$ cat src/rtl/wg_pkg.sv
// Shared types and constants for the WG-5 NLFSR datapath.
//   WG_W        : GF(2^5) symbol width
//   gf5_t       : one field element / state cell
//   wg_state_e  : NLFSR controller states
//   TAP_0..4    : state cells XORed into the feedback (S[2],S[3],S[4],S[6],S[7])
//   gf_xtime    : multiply by x modulo x^5 + x^4 + x^3 + x + 1
package wg_pkg;

  localparam int unsigned WG_W = 5;

  typedef logic [WG_W-1:0] gf5_t;

  typedef enum logic [1:0] {IDLE, LOAD, INIT, RUN} wg_state_e;

  localparam int unsigned TAP_0 = 2;
  localparam int unsigned TAP_1 = 3;
  localparam int unsigned TAP_2 = 4;
  localparam int unsigned TAP_3 = 6;
  localparam int unsigned TAP_4 = 7;

  // Low five bits of the field polynomial: x^5 == x^4 + x^3 + x + 1
  localparam gf5_t GF_POLY_LOW = 5'b11011;

  function automatic gf5_t gf_xtime(input gf5_t a);
    gf5_t sh;
    sh = {a[WG_W-2:0], 1'b0};
    return a[WG_W-1] ? (sh ^ GF_POLY_LOW) : sh;
  endfunction

endpackage

$ cat src/rtl/gamma_mult.sv
// Constant multiplier y = gamma * a over GF(2^5), gamma = x^3 + x^2 (5'b01100).
//   a : multiplicand (state cell S[0])
//   y : product
module gamma_mult
  import wg_pkg::*;
(
  input  gf5_t a,
  output gf5_t y
);

  gf5_t a_x2;
  gf5_t a_x3;

  assign a_x2 = gf_xtime(gf_xtime(a));
  assign a_x3 = gf_xtime(a_x2);
  assign y    = a_x3 ^ a_x2;

endmodule

$ cat src/rtl/wg_nlfsr_core.sv
// WG-5 nonlinear feedback shift register core.
//   clk, rst          : clock, asynchronous active-low reset
//   start             : IDLE -> LOAD request
//   reseed            : RUN -> LOAD request (drops any pending output bit)
//   seed_valid/ready  : seed symbol handshake, seed_data is the symbol
//   ent_bit           : raw entropy bit mixed into feedback bit 0 during INIT
//   wgt_addr/wgt_bit  : address to and bit from the external WGT lookup
//   out_valid/ready   : output bit handshake, out_bit is the captured LUT bit
//   busy              : high during LOAD and INIT
module wg_nlfsr_core
  import wg_pkg::*;
#(
  parameter int unsigned STAGES      = 32,
  parameter int unsigned INIT_ROUNDS = 64
) (
  input  logic            clk,
  input  logic            rst,
  input  logic            start,
  input  logic            reseed,
  input  logic            seed_valid,
  input  logic [WG_W-1:0] seed_data,
  output logic            seed_ready,
  input  logic            ent_bit,
  output logic [WG_W-1:0] wgt_addr,
  input  logic            wgt_bit,
  output logic            out_valid,
  input  logic            out_ready,
  output logic            out_bit,
  output logic            busy
);

  localparam int unsigned SR_W    = STAGES * WG_W;
  localparam int unsigned CNT_MAX = (STAGES > INIT_ROUNDS) ? STAGES : INIT_ROUNDS;
  localparam int unsigned CNT_W   = $clog2(CNT_MAX);
  localparam logic [CNT_W-1:0] LOAD_LAST = CNT_W'(STAGES - 1);
  localparam logic [CNT_W-1:0] INIT_LAST = CNT_W'(INIT_ROUNDS - 1);

  // S[i] lives in sr[i*WG_W +: WG_W]; S[0] is the low symbol.
  logic [SR_W-1:0] sr;
  wg_state_e       state;
  logic [CNT_W-1:0] cnt;

  gf5_t gamma_s0;
  gf5_t fb_run;
  gf5_t shift_in;
  logic shift_en;
  logic seed_fire;
  logic capture;

  gamma_mult u_gamma (
    .a (sr[WG_W-1:0]),
    .y (gamma_s0)
  );

  assign wgt_addr = sr[WG_W-1:0];

  assign fb_run = gamma_s0
                ^ sr[TAP_0*WG_W +: WG_W]
                ^ sr[TAP_1*WG_W +: WG_W]
                ^ sr[TAP_2*WG_W +: WG_W]
                ^ sr[TAP_3*WG_W +: WG_W]
                ^ sr[TAP_4*WG_W +: WG_W];

  assign seed_fire = seed_valid && seed_ready;

  // First RUN cycle is recognised by out_valid still being low; reseed
  // takes priority over a simultaneous handshake.
  assign capture = (state == RUN) && !reseed && (!out_valid || out_ready);

  always_comb begin
    shift_en = 1'b0;
    shift_in = fb_run;
    case (state)
      LOAD: begin
        shift_en = seed_fire;
        shift_in = seed_data;
      end
      INIT: begin
        shift_en = 1'b1;
        shift_in = fb_run ^ {{(WG_W-1){1'b0}}, wgt_bit ^ ent_bit};
      end
      RUN: shift_en = capture;
      default: ;
    endcase
  end

  always_ff @(posedge clk or negedge rst) begin
    if (!rst) begin
      sr <= '0;
    end else if (shift_en) begin
      sr <= {shift_in, sr[SR_W-1:WG_W]};
    end
  end

  always_ff @(posedge clk or negedge rst) begin
    if (!rst) begin
      state      <= IDLE;
      cnt        <= '0;
      seed_ready <= 1'b0;
      busy       <= 1'b0;
      out_valid  <= 1'b0;
      out_bit    <= 1'b0;
    end else begin
      case (state)
        IDLE: begin
          if (start) begin
            state      <= LOAD;
            cnt        <= '0;
            seed_ready <= 1'b1;
            busy       <= 1'b1;
          end
        end
        LOAD: begin
          if (seed_fire) begin
            if (cnt == LOAD_LAST) begin
              state      <= INIT;
              cnt        <= '0;
              seed_ready <= 1'b0;
            end else begin
              cnt <= cnt + 1'b1;
            end
          end
        end
        INIT: begin
          if (cnt == INIT_LAST) begin
            state <= RUN;
            cnt   <= '0;
            busy  <= 1'b0;
          end else begin
            cnt <= cnt + 1'b1;
          end
        end
        RUN: begin
          if (reseed) begin
            state      <= LOAD;
            cnt        <= '0;
            seed_ready <= 1'b1;
            busy       <= 1'b1;
            out_valid  <= 1'b0;
          end else if (capture) begin
            out_valid <= 1'b1;
            out_bit   <= wgt_bit;
          end
        end
        default: state <= IDLE;
      endcase
    end
  end

endmodule

$ cat config.mk
export PLATFORM = sky130hd
export DESIGN_NAME = wg_nlfsr_core
export DESIGN_NICKNAME = d
export VERILOG_FILES = /design/src/rtl/wg_pkg.sv /design/src/rtl/gamma_mult.sv /design/src/rtl/wg_nlfsr_core.sv
export SDC_FILE = /design/constraint.sdc
export NUM_CORES = 1
export LEC_CHECK = 0
export BUFFER_PORTS_ARGS = -buffer_cell sky130_fd_sc_hd__buf_2
export CAP_MARGIN = 40
export CORE_AREA = 2 2 142 144
export DETAILED_ROUTE_END_ITERATION = 8
export DIE_AREA = 0 0 144 146
export PLACE_DENSITY = 0.6
export SYNTH_ARGS = -nofsm -noshare
export SYNTH_HDL_FRONTEND = slang
export SYNTH_SLANG_ARGS = --single-unit
$ cat constraint.sdc
create_clock -name clk -period 2.1 [get_ports clk]
set_input_delay 0.63 -clock clk [delete_from_list [all_inputs] [get_ports clk]]
set_output_delay 0.63 -clock clk [all_outputs]
set_load 0.01 [all_outputs]
# ---- Word level (Yosys, flattened, before mapping)
# Cells that the tools add are included.
dict set report classes {
  add_sub_neg 1
  multipliers 0
  n_div 0
  order_cmp 0
  eq_ne 10
  shift 0
  muxes 26
  bitwise 12
  reduce_logical 16
}
# cell count
set op_table {}
lappend op_table {{two-way mux 6 bit} 5}
lappend op_table {{bitwise XOR 5 bit} 6}
lappend op_table {{case mux 6 bit (4 select lines)} 1}
lappend op_table {{two-way mux 5 bit} 3}
lappend op_table {{inverter 4 bit} 3}
lappend op_table {{two-way mux 2 bit} 5}
lappend op_table {{!= test 2 bit, second input constant} 5}
lappend op_table {{case mux 5 bit (2 select lines)} 1}
lappend op_table {{AND reduction 5 bit} 2}
lappend op_table {{case mux 1 bit (3 select lines)} 3}
lappend op_table {{case mux 2 bit (4 select lines)} 1}
lappend op_table {{two-way mux 1 bit} 7}
lappend op_table {{adder 6 x 1 -> 6 bit, second input constant} 1}
lappend op_table {{equality test 6 x 5 -> 1 bit, second input constant} 1}
lappend op_table {{equality test 6 bit, second input constant} 1}
lappend op_table {{AND reduction 3 bit} 2}
lappend op_table {{nonzero test 3 bit} 2}
lappend op_table {{bitwise XOR 5 x 1 -> 5 bit} 1}
lappend op_table {{equality test 2 bit, second input constant} 2}
lappend op_table {{AND reduction 4 bit} 1}
lappend op_table {{logical AND 1 bit} 3}
lappend op_table {{equality test 2 x 1 -> 1 bit, second input constant} 1}
lappend op_table {{logical NOT 1 bit} 2}
lappend op_table {{logical NOT 2 bit} 1}
lappend op_table {{5 further kinds} 5}
dict set report word_totals {
  regBits 172
  latch_bits 0
  ramBits 0
  romBits 0
  in_bits 13
  elab_cells 72
  n_memories 0
}

# ---- Logic depth before layout (Yosys ltp)
# Gate-level depths: netlist of run 1.
dict set report logic_depth {
  ltp_word 14
  ltp_mapped 9
  mapped_depth_nobuf 7
}

# ---- Modules after synthesis
# Synthesis of run 1 repeated with hierarchy kept, for this count alone.
dict set report unflattened {
  cells_unflattened 466
  hier_area_um2 7218.2
}
# mod n_inst cells_each area_per_inst_um2 seq_area_each_um2
set modules_own_cells {}
lappend modules_own_cells {wg_nlfsr_core 1 461 7110.6 4304.1}
lappend modules_own_cells {gamma_mult 1 5 107.6 0.0}

# ---- Worst setup path after synthesis of run 1
# OpenSTA, ideal clock, no wires.
dict set report synth_timing {
  path_type {input port to flip-flop}
  start {in reseed}
  end {reg sr[108]}
  arrival_ns 1.776
  required_time_ns 1.973
  slack_ns 0.197
  path_stages 6
  n_path_buf 2
  path_cell_list {nand2b_1 o21bai_4 a21oi_4 buf_12 buf_12 mux2_1}
}
dict set report synth_between {
  elab_chain_cells 4
}
# item line_no
set synth_rtl {}
lappend synth_rtl {{start, declared} wg_nlfsr_core.sv:19} ;# input logic reseed,
lappend synth_rtl {{logical NOT 1 bit} wg_nlfsr_core.sv:68} ;# assign capture = (state == RUN) && !reseed && (!out_valid || out_ready);
lappend synth_rtl {{logical AND 1 bit (2 in a row)} wg_nlfsr_core.sv:68}
lappend synth_rtl {{case mux 1 bit (3 select lines)} wg_nlfsr_core.sv:73} ;# case (state)
lappend synth_rtl {{end signal, assigned} wg_nlfsr_core.sv:91} ;# sr <= {shift_in, sr[SR_W-1:WG_W]};
lappend synth_rtl {{end, declared} wg_nlfsr_core.sv:39} ;# logic [SR_W-1:0] sr;
# No other way between the ends.
# A chain may end at the register's enable or synchronous reset.

# ---- Final worst setup path of run 1
dict set report layout_timing {
  start {reg state[1]}
  end {reg sr[69]}
}
dict set report layout_between {
  elab_chain_cells 4
}
# item line_no
set layout_rtl {}
lappend layout_rtl {{start, declared} wg_nlfsr_core.sv:40} ;# wg_state_e state;
lappend layout_rtl {{start signal, assigned} wg_nlfsr_core.sv:97} ;# state <= IDLE;
lappend layout_rtl {{start signal, assigned} wg_nlfsr_core.sv:107} ;# state <= LOAD;
lappend layout_rtl {{start signal, assigned} wg_nlfsr_core.sv:116} ;# state <= INIT;
lappend layout_rtl {{equality test 2 bit} {wg_nlfsr_core.sv:68, wg_nlfsr_core.sv:73}}
lappend layout_rtl {{logical AND 1 bit (2 in a row)} wg_nlfsr_core.sv:68}
lappend layout_rtl {{case mux 1 bit (3 select lines) (*)} wg_nlfsr_core.sv:73}
# Every way passes the cells marked *; elsewhere a longest branch is shown, timed or not.

==> results.md, run 1 <==
* Synth unique cells at 43
* CP Max Fanout at 25
* WP data required at around 2400 ps
* Syn_nets at 500
* Crit-path cells: inv_1 -> ha_1 -> a31oi_2 -> a21oi_4 -> buf_12 -> buf_12 -> mux2_1
* Placed Cells at roughly 760
* Chip Width at between 100 and 150 µm
* Clk root buf: clkbuf_16
* Leak Pwr at around 4.1 nW
* Comb pwr share at 38.6%
* Number of synthesized flops with an enable pin at 0
* Vias in the first global route at 3985
* Ys flop type: dfrtp_1
* Worst skew pair latency at 430 ps
* Final worst-path cycle share at 90.6%
* Critical path launch point type: register
* Worst Setup End Kind: register
* Starting Density at slightly below 40%
* Status: finished, final reports clean
* Fin worst setup slack at around 200 ps
* Post-Synthesis Cells at 480
* Filler-free cell count of the finished design at about 790
* Site Rows at 51
* Cells on worst reg2reg path at 7
* Post-synthesis average cell area at around 16 µm²
* Top Ports at 22
* Wirelength, routed at ~12000 µm
* Arrival time at the worst endpoint at about 2200 ps
* Dpl ws at -6.48 ps
* # setup viols final at 0
* Max incr delay on CP at 400 ps
* Die Y-Extent at between 100 and 150 µm
* Crit path buf inv count at 3
* Slew Limit Fails at 0
* Clock power frac at 23.7%
* Share of the synthesized area in the top cell type at 56.0%
* Antenna violations before repair at 0
* Synth Cell Area at between 7000 and 8000 µm²
* DRC errors left at 0
* Max Fclk at about 0.53 GHz
* Crit-path slowest cell: dfrtp_1
* Dpl hpwl at 7820 µm
* CP top delay family: buffers and inverters
* Largest net degree at the start of global routing at 50
* WHS at roughly 95 ps
* Fin. Hold Viols at 0
* Slew @ Worst Pin at 381 ps
* Synth top area cells: dfrtp_1, mux2_4, mux2_1
* Net Sw Power at between 4 and 5 mW
* Port Buffers at 21
* Share of the yosys chip area belonging to registers at a little under three fifths
* Sequential cell area at 4300 µm²
* CTS H-tree lvls at 4
* Core Region at 19300 µm²
* Setup bufs post-CTS at 0
* Number of vias per cell at approximately 4.7
* Proportion of layout cells with a drive suffix above 1 at 35.4%
* Clk buf depth at 2
* Antenna viol nets, final at 0
* P&R area growth vs syn at 12.8%
* WP depth at 7
* Cts bufs inserted at 17
* Final Critical Period at approximately 1900 ps
* Routed WL per cell at about 15 µm
* Slew HR at ~74%
* Worst Skew at 14.0 ps
* RSZ-0062 raised after global routing: false
* Die area at 21000 µm²
* Nets at 533
* Layout filler cell count at 1709
* Register bit total from synthesis at between 150 and 200
* Yosys top cell by area: dfrtp_1
* GR Util All Layers at between 10% and 20%
* DR vias at approximately 3700
* Antenna cell count at 0
* Max cap viols at 0
* CTS tree: built
* First-pass GRT wire length at 20500 µm
* Total internal power at just over 9 mW
* Gpl congestion at about 0.76
* Top-count cell post-synth: dfrtp_1
* Sequential Power Share at 37.7%
* CTS Sinks at around 170
* Worst-path clk slew at about 70 ps
* Power Total at around 13 mW
* Most used cell, CP: buf_12
* Critical path type: reg -> reg
* Synth Warn # at 0
* Worst hold-check path type: in -> async
* Asr flop ratio synth at 100%
* Sw frac at a little under a third
* Commonest cells post-synth: dfrtp_1, mux2_4, mux2_1
* GR Overflow Total at 0
* Initial drt markers at approximately 140
* DRT Pass-1 Iters at 4
* Peak VDD IR at roughly 0.65 mV
* Area of the multi-input gates at between 3000 and 4000 µm²
* PD cells at about 1500 nW/µm²
## routing by layer
metal	vias up	track usage, %	part of all wire [%]
li1	1748	-	-
met3	13	3.65	3.2
met1	1925	17.4	50
met2	39	18.5	46
met5	-	0	0
met4	0	3.77	1.2
## state kept, by name, indices dropped and copies added, names as in the netlist
register,count
cnt,6
out_valid,1
sr,160
state,2
seed_ready,1
busy,1
out_bit,1
## through the flow
stage | cell area [µm²] | TNS, ps | utilization [%]
after floorplan | 7690 | 0 | -
after global placement | 8080 | 0 | 41.8
after detailed placement | 8080 | -6.48 | 41.8
after CTS | 8660 | 0 | 44.8
after global routing | 8670 | 0 | 44.8
final | 8670 | 0 | 44.8
## path summary, 6_finish.rpt
check	startpoint	endpoint	slack, ps
min in group clk	sr[48]	sr[43]	480
max reg2reg	state[1]	sr[69]	200
max	state[1]	sr[69]	200
max in group asynchronous	rst	sr[98]	1410
min reg2reg	sr[48]	sr[43]	480
min	rst	sr[126]	100
## power by group through the flow
stage / clock network [mW] / logic [mW] / registers, mW
final: 3.11 / 5.06 / 4.96
after global routing: 3.38 / 5.46 / 5.11
after CTS: 3.22 / 5.14 / 4.98
after detailed placement: 0 / 5.12 / 5.02
after global placement: 0 / 4.97 / 4.99
after floorplan: 0 / 4.61 / 4.82
## final cells by class
class	instances	area share, %
Inverter	9	0.390
Multi-Input combinational cell	272	34.6
Tap cell	265	3.83
Sequential cell	172	49.7
Clock inverter	14	1.82
Clock buffer	18	4.95
Timing Repair Buffer	41	4.75
## what timing repair did
item | 4_1_cts | 5_1_grt
endpoints found under the setup margin | 0 | 2
hold buffers | 0 | 0
resized for setup | 0 | 1
## layout by cell type, fill, tap and decap left out, types with 2 or more instances in the layout
cell	instances
nand4_1	2
dfrtp_1	172
o31ai_1	4
nand2_1	9
mux2_1	51
clkinv_4	2
mux2_2	15
ha_1	7
inv_1	9
nand3_1	6
xnor2_1	28
o21ai_0	8
bufinv_16	2
a32oi_1	4
nor2_1	6
xnor2_2	2
inv_6	6
o22ai_1	2
mux2i_1	2
xor2_2	2
buf_12	12
nand2b_1	3
buf_4	8
clkinvlp_4	3
xor2_1	2
clkbuf_16	17
a21oi_1	10
buf_2	20
mux2_4	90
## logic make-up after synthesis
family	count (synthesis)	share of synthesized area (%)
buffers and inverters	36	5.01
flip-flops	172	56.0
multiplexers	158	27.5
AO/OA/AOI/OAI	39	3.60
XOR/XNOR	35	4.56
adder cells (fa/ha/maj)	7	1.14
AND/OR/NAND/NOR	33	2.18
Power figures use the tool's default switching activity.
==> run 2: changes to the inputs <==
--- a/config.mk
+++ b/config.mk
@@ -7,10 +7,10 @@
 export LEC_CHECK = 0
 export BUFFER_PORTS_ARGS = -buffer_cell sky130_fd_sc_hd__buf_2
 export CAP_MARGIN = 40
-export CORE_AREA = 2 2 142 144
+export CORE_AREA = 2 2 152 154
 export DETAILED_ROUTE_END_ITERATION = 8
-export DIE_AREA = 0 0 144 146
-export PLACE_DENSITY = 0.6
+export DIE_AREA = 0 0 154 156
+export PLACE_DENSITY = 0.54
 export SYNTH_ARGS = -nofsm -noshare
 export SYNTH_HDL_FRONTEND = slang
 export SYNTH_SLANG_ARGS = --single-unit
==> results.md, run 2 (synthesis results as in run 1) <==
* DR vias at 3706 (-0.51%)
* Slew HR at 69.2% (-5.1 points)
* Vias in the first global route at 3967 (-0.45%)
* CTS Sinks at 172 (unchanged)
* Slew @ Worst Pin at 462 ps (+80.1 ps)
* Cts bufs inserted at 17 (unchanged)
* Worst skew pair latency at 430 ps (about the same)
* Dpl hpwl at 7620 µm (-2.5%)
* Site Rows at 55 (+7.8%)
* Starting Density at 34.4% (-5.4 points)
* Regs by FF count: sr (160), cnt (6), state (2)
* WHS at 117 ps (+21.7 ps)
* Initial drt markers at 139 (-1.4%)
* P&R area growth vs syn at 12.3%
* GR Overflow Total at 0 (unchanged)
* RSZ-0062 raised after global routing: false
* CP Max Fanout at 30 (+20%)
* Nets at 532 (-0.19%)
* # setup viols final at 0 (unchanged)
* Antenna violations before repair at 0 (unchanged)
* Post-CTS Hold Fix Bufs at 0 (unchanged)
* Final Critical Period at 1950 ps (+48.0 ps)
* Antenna viol nets, final at 0 (unchanged)
* Fin. Hold Viols at 0 (unchanged)
* Max cap viols at 0 (unchanged)
* Commonest non-fill, non-tap cells in the layout: dfrtp_1, mux2_4, mux2_1, xnor2_1, buf_2
* Critical path type: reg -> reg
* Gpl congestion at 0.733 (-3.0%)
* Largest net degree at the start of global routing at 48 (-4.0%)
* Die Y-Extent at 156 µm (+6.8%)
* CTS tree: built
* Final worst-path cycle share at 92.9% (+2.3 points)
* Core Region at 22400 µm² (+16%)
* First-pass GRT wire length at 20300 µm (-1.3%)
* Wirelength, routed at 11700 µm (about the same)
* Fin worst setup slack at 150 ps (-48.0 ps)
* Slew Limit Fails at 0 (unchanged)
* PD cells at 1490 nW/µm² (-1.5%)
* Status: finished, final reports clean
* Clk buf depth at 2 (unchanged)
* Most flops, register: sr
* Antenna cell count at 0 (unchanged)
* DRT Pass-1 Iters at 4 (unchanged)
* Post_cts resized at 0 (unchanged)
* Peak VDD IR at 0.854 mV (+32%)
* Number of vias per cell at 4.58 (-2.8%)
* Routed WL per cell at 14.4 µm (-2.4%)
* Leak Pwr at 4.12 nW (-0.40%)
* Die area at 24000 µm² (+14%)
* Worst Setup End Kind: register
* Placed Cells at 778 (+2.5%)
* Chip Width at 154 µm (+6.9%)
* Worst hold-check path type: in -> async
* Worst Skew at 11.6 ps (-2.44 ps)
* Largest register FFs at 160 (unchanged)
* Setup_tns at 0 ps (unchanged)
* DRC errors left at 0 (unchanged)
* Clk root buf: clkbuf_16
* Critical path launch point type: register
* Port Buffers at 21 (unchanged)
* Arrival time at the worst endpoint at 2260 ps (+50 ps)
* Top Ports at 22 (unchanged)
* Proportion of layout cells with a drive suffix above 1 at 35.2% (-0.12 points)
* Filler-free cell count of the finished design at 810 (+2.4%)
* Most common cell after layout, fill and taps aside: dfrtp_1
* Worst R2R Start: state[1]
* Crit path from: state[1]
* Max Fclk at 0.513 GHz (-2.5%)
* Worst-path clk slew at 70 ps (about the same)
* CTS H-tree lvls at 4 (unchanged)
* GR Util All Layers at 10.5% (-1.8 points)
* WP data required at 2410 ps (about the same)
* Dpl ws at -20.4 ps (-13.9 ps)
* Setup bufs post-CTS at 0 (unchanged)
-- run 2: cell count changes in the layout (fill, tap and decap cells not counted), moves of 2 or more --
cell       delta
bufinv_16     -2
buf_4         +3
inv_6         -2
clkinv_8      +3
buf_12        -4
inv_8         +3
-- run 2: critical path, stage by stage (launching register included) --
cell     delay, ps
dfrtp_1        410
inv_1          150
ha_1           210
a31oi_2        120
a21oi_4        180
buf_12         170
buf_12         220
mux2_2         360
-- run 2: area by class of cell --
| type | count | area (µm²) |
|---|---|---|
| timing repair buffer | 40 | 354 |
| multi-input combinational | 272 | 3000 |
| tap | 285 | 357 |
| fill | 2085 | 13700 |
| clock inverter | 14 | 150 |
| clock buffer | 18 | 439 |
| sequential | 172 | 4300 |
| inverter | 9 | 33.8 |
-- run 2: worst paths after layout --
check / endpoint / slack, ps / depth (start not counted)
max: sr[76] / 150 / 7
min: cnt[5] / 120 / 1
max reg2reg: sr[76] / 150 / 7
min reg2reg: sr[55] / 480 / 1
max in group asynchronous: sr[3] / 1340 / 2
min in group clk: out_bit / 460 / 2
-- run 2: report_power, final --
group,total [mW],switching (mW),internal (mW)
logic,4.89,2.05,2.83
clock network,3.07,1.45,1.62
registers,4.94,0.556,4.38
-- run 2: per-layer routing --
layer / track usage, % / share of wire [%] / wire, µm
met2: 16.2 / 46 / 5430
met4: 5.16 / 1.9 / 219
met5: 0 / 0 / 0
met3: 2.69 / 2.6 / 299
met1: 13.9 / 49 / 5760
-- run 2: per-stage QoR --
stage / cell area, µm² / util (%) / total power [mW]
2_1_floorplan: 7690 / - / 9.42
3_3_place_gp: 8050 / 36.0 / 9.77
3_5_place_dp: 8050 / 36.0 / 9.93
4_1_cts: 8630 / 38.6 / 13.1
5_1_grt: 8630 / 38.6 / 13.7
6_report: 8630 / 38.6 / 12.9
==> run 3: changes to the inputs <==
--- a/config.mk
+++ b/config.mk
@@ -5,12 +5,12 @@
 export SDC_FILE = /design/constraint.sdc
 export NUM_CORES = 1
 export LEC_CHECK = 0
-export BUFFER_PORTS_ARGS = -buffer_cell sky130_fd_sc_hd__buf_2
 export CAP_MARGIN = 40
 export CORE_AREA = 2 2 152 154
 export DETAILED_ROUTE_END_ITERATION = 8
 export DIE_AREA = 0 0 154 156
-export PLACE_DENSITY = 0.54
+export DONT_BUFFER_PORTS = 1
+export PLACE_DENSITY = 0.53
 export SYNTH_ARGS = -nofsm -noshare
 export SYNTH_HDL_FRONTEND = slang
 export SYNTH_SLANG_ARGS = --single-unit
==> results.md, run 3 (synthesis results as in run 1) <==
* Status: complete, but fails checks
* Violated checks: hold timing
* Worst hold-check path type: in -> async
* Antenna violations before repair at 0 (unchanged)
* Die area at 24000 µm² (unchanged)
* Clk root buf: clkbuf_16
* Regs by FF count: sr (160), cnt (6), state (2)
* Worst Skew at 12.8 ps (+1.21 ps)
* DRC errors left at 0 (unchanged)
* Number of vias per cell at 4.62 (+0.96%)
* CP Max Fanout at 36 (+20%)
* Commonest non-fill, non-tap cells in the layout: dfrtp_1, mux2_4, mux2_1, xnor2_1, clkbuf_16
* Fin. Hold Viols at 172 (+172)
* RSZ-0062 raised after global routing: true
* Arrival time at the worst endpoint at 2250 ps (about the same)
* CTS H-tree lvls at 4 (unchanged)
* Cts bufs inserted at 17 (unchanged)
* Max Fclk at 0.513 GHz (about the same)
* Dpl ws at 49.7 ps (+70.1 ps)
* Chip Width at 154 µm (unchanged)
* CTS Sinks at 172 (unchanged)
* Largest net degree at the start of global routing at 173 (+260%)
* Port Buffers at 0 (-100%)
* Layout filler cell count at 2038 (-2.3%)
* Die Y-Extent at 156 µm (unchanged)
* P&R area growth vs syn at 11.4%
* Core Region at 22400 µm² (unchanged)
* Gpl congestion at 0.773 (+5.4%)
* Final worst-path cycle share at 92.8% (about the same)
* Vias in the first global route at 3981 (+0.35%)
* Antenna cell count at 0 (unchanged)
* DR vias at 3626 (-2.2%)
* Dpl hpwl at 7110 µm (-6.7%)
* # setup viols final at 0 (unchanged)
* Nets at 507 (-4.7%)
* DRT Pass-1 Iters at 4 (unchanged)
* Worst Setup End Kind: register
* Routed WL per cell at 14.9 µm (+2.8%)
* Worst skew pair latency at 420 ps (about the same)
* Starting Density at 34.4% (unchanged)
* Max cap viols at 0 (unchanged)
* GR Util All Layers at 10.6% (+0.084 points)
* Top Ports at 22 (unchanged)
* Slew @ Worst Pin at 377 ps (-84.4 ps)
* Leak Pwr at 4.05 nW (-1.8%)
* Wirelength, routed at 11700 µm (-0.36%)
* Most flops, register: sr
* GR Overflow Total at 0 (unchanged)
* Setup bufs post-CTS at 0 (unchanged)
* Critical path launch point type: register
* PD cells at 1550 nW/µm² (+4.0%)
* First-pass GRT wire length at 20300 µm (+0.34%)
* WP data required at 2400 ps (about the same)
* Clk buf depth at 2 (unchanged)
* WHS at -104 ps (-221 ps)
* Area of the multi-input gates at 3000 µm² (+0.21%)
* Peak VDD IR at 0.871 mV (+2.0%)
* Slew Limit Fails at 0 (unchanged)
* Fin worst setup slack at 151 ps (+0.680 ps)
* CTS tree: built
* Slew HR at 74.7% (+5.4 points)
* Sequential cell area at 4300 µm² (unchanged)
* Worst-path clk slew at 70 ps (about the same)
* Most common cell after layout, fill and taps aside: dfrtp_1
* Initial drt markers at 181 (+30%)
* Critical path type: reg -> reg
* R2R Setup Slk at 150 ps (about the same)
* Final Critical Period at 1950 ps (-0.680 ps)
* Antenna viol nets, final at 0 (unchanged)
* Largest register FFs at 160 (unchanged)
* Proportion of layout cells with a drive suffix above 1 at 32.6% (-2.6 points)
* Site Rows at 55 (unchanged)
-- run 3: critical path: stages, from the launching register on --
cell and delay [ps]:
dfrtp_1 420, inv_1 150, ha_1 220, a31oi_2 70
a21oi_4 180, buf_12 180, buf_16 240, mux2_1 350
-- run 3: path summary, 6_finish.rpt --
| path | from | to | cells after the start |
|---|---|---|---|
| worst max-delay path | state[0] | sr[57] | 7 |
| worst min-delay path | rst | cnt[0] | 0 |
| worst max register to register | state[0] | sr[57] | 7 |
| worst min register to register | sr[55] | sr[50] | 1 |
| max in group asynchronous | rst | sr[7] | 0 |
| min in group clk | wgt_bit | out_bit | 1 |
-- run 3: where the power goes --
| group | total [mW] | switching, mW | internal [mW] |
|---|---|---|---|
| sequential | 4.95 | 0.569 | 4.38 |
| combinational | 4.81 | 1.99 | 2.82 |
| clock | 3.53 | 1.31 | 2.22 |
-- run 3: stage by stage --
| stage | area, µm² | std cells | power, mW | utilization [%] | setup TNS, ps |
|---|---|---|---|---|---|
| after floorplan | 7690 | 480 | 9.42 | - | 0 |
| after global placement | 7870 | 753 | 9.63 | 35.2 | 0 |
| after detailed placement | 7870 | 753 | 9.78 | 35.2 | 0 |
| after CTS | 8540 | 785 | 13.4 | 38.2 | 0 |
| after global routing | 8560 | 785 | 14.1 | 38.3 | -6.05 |
| final | 8560 | 785 | 13.3 | 38.3 | 0 |
-- run 3: timing repair --
item	4_1_cts	5_1_grt
hold endpoints to repair	172	172
endpoints found under the setup margin	0	20
resized for setup	0	5
-- run 3: area by class of cell --
| cell class | count | share of cell area [%] |
|---|---|---|
| Sequential cell | 172 | 50.3 |
| Multi-Input combinational cell | 272 | 35.1 |
| Clock buffer | 20 | 5.45 |
| Tap cell | 285 | 4.17 |
| Clock inverter | 12 | 2.41 |
| Timing Repair Buffer | 15 | 2.22 |
| Inverter | 9 | 0.395 |
-- run 3: metal layers --
layer,vias up,wire length [µm],track usage [%]
met4,0,204,4.01
li1,1693,-,-
met5,-,0,0
met3,15,363,3.69
met1,1890,5870,14.1
met2,28,5220,16.0
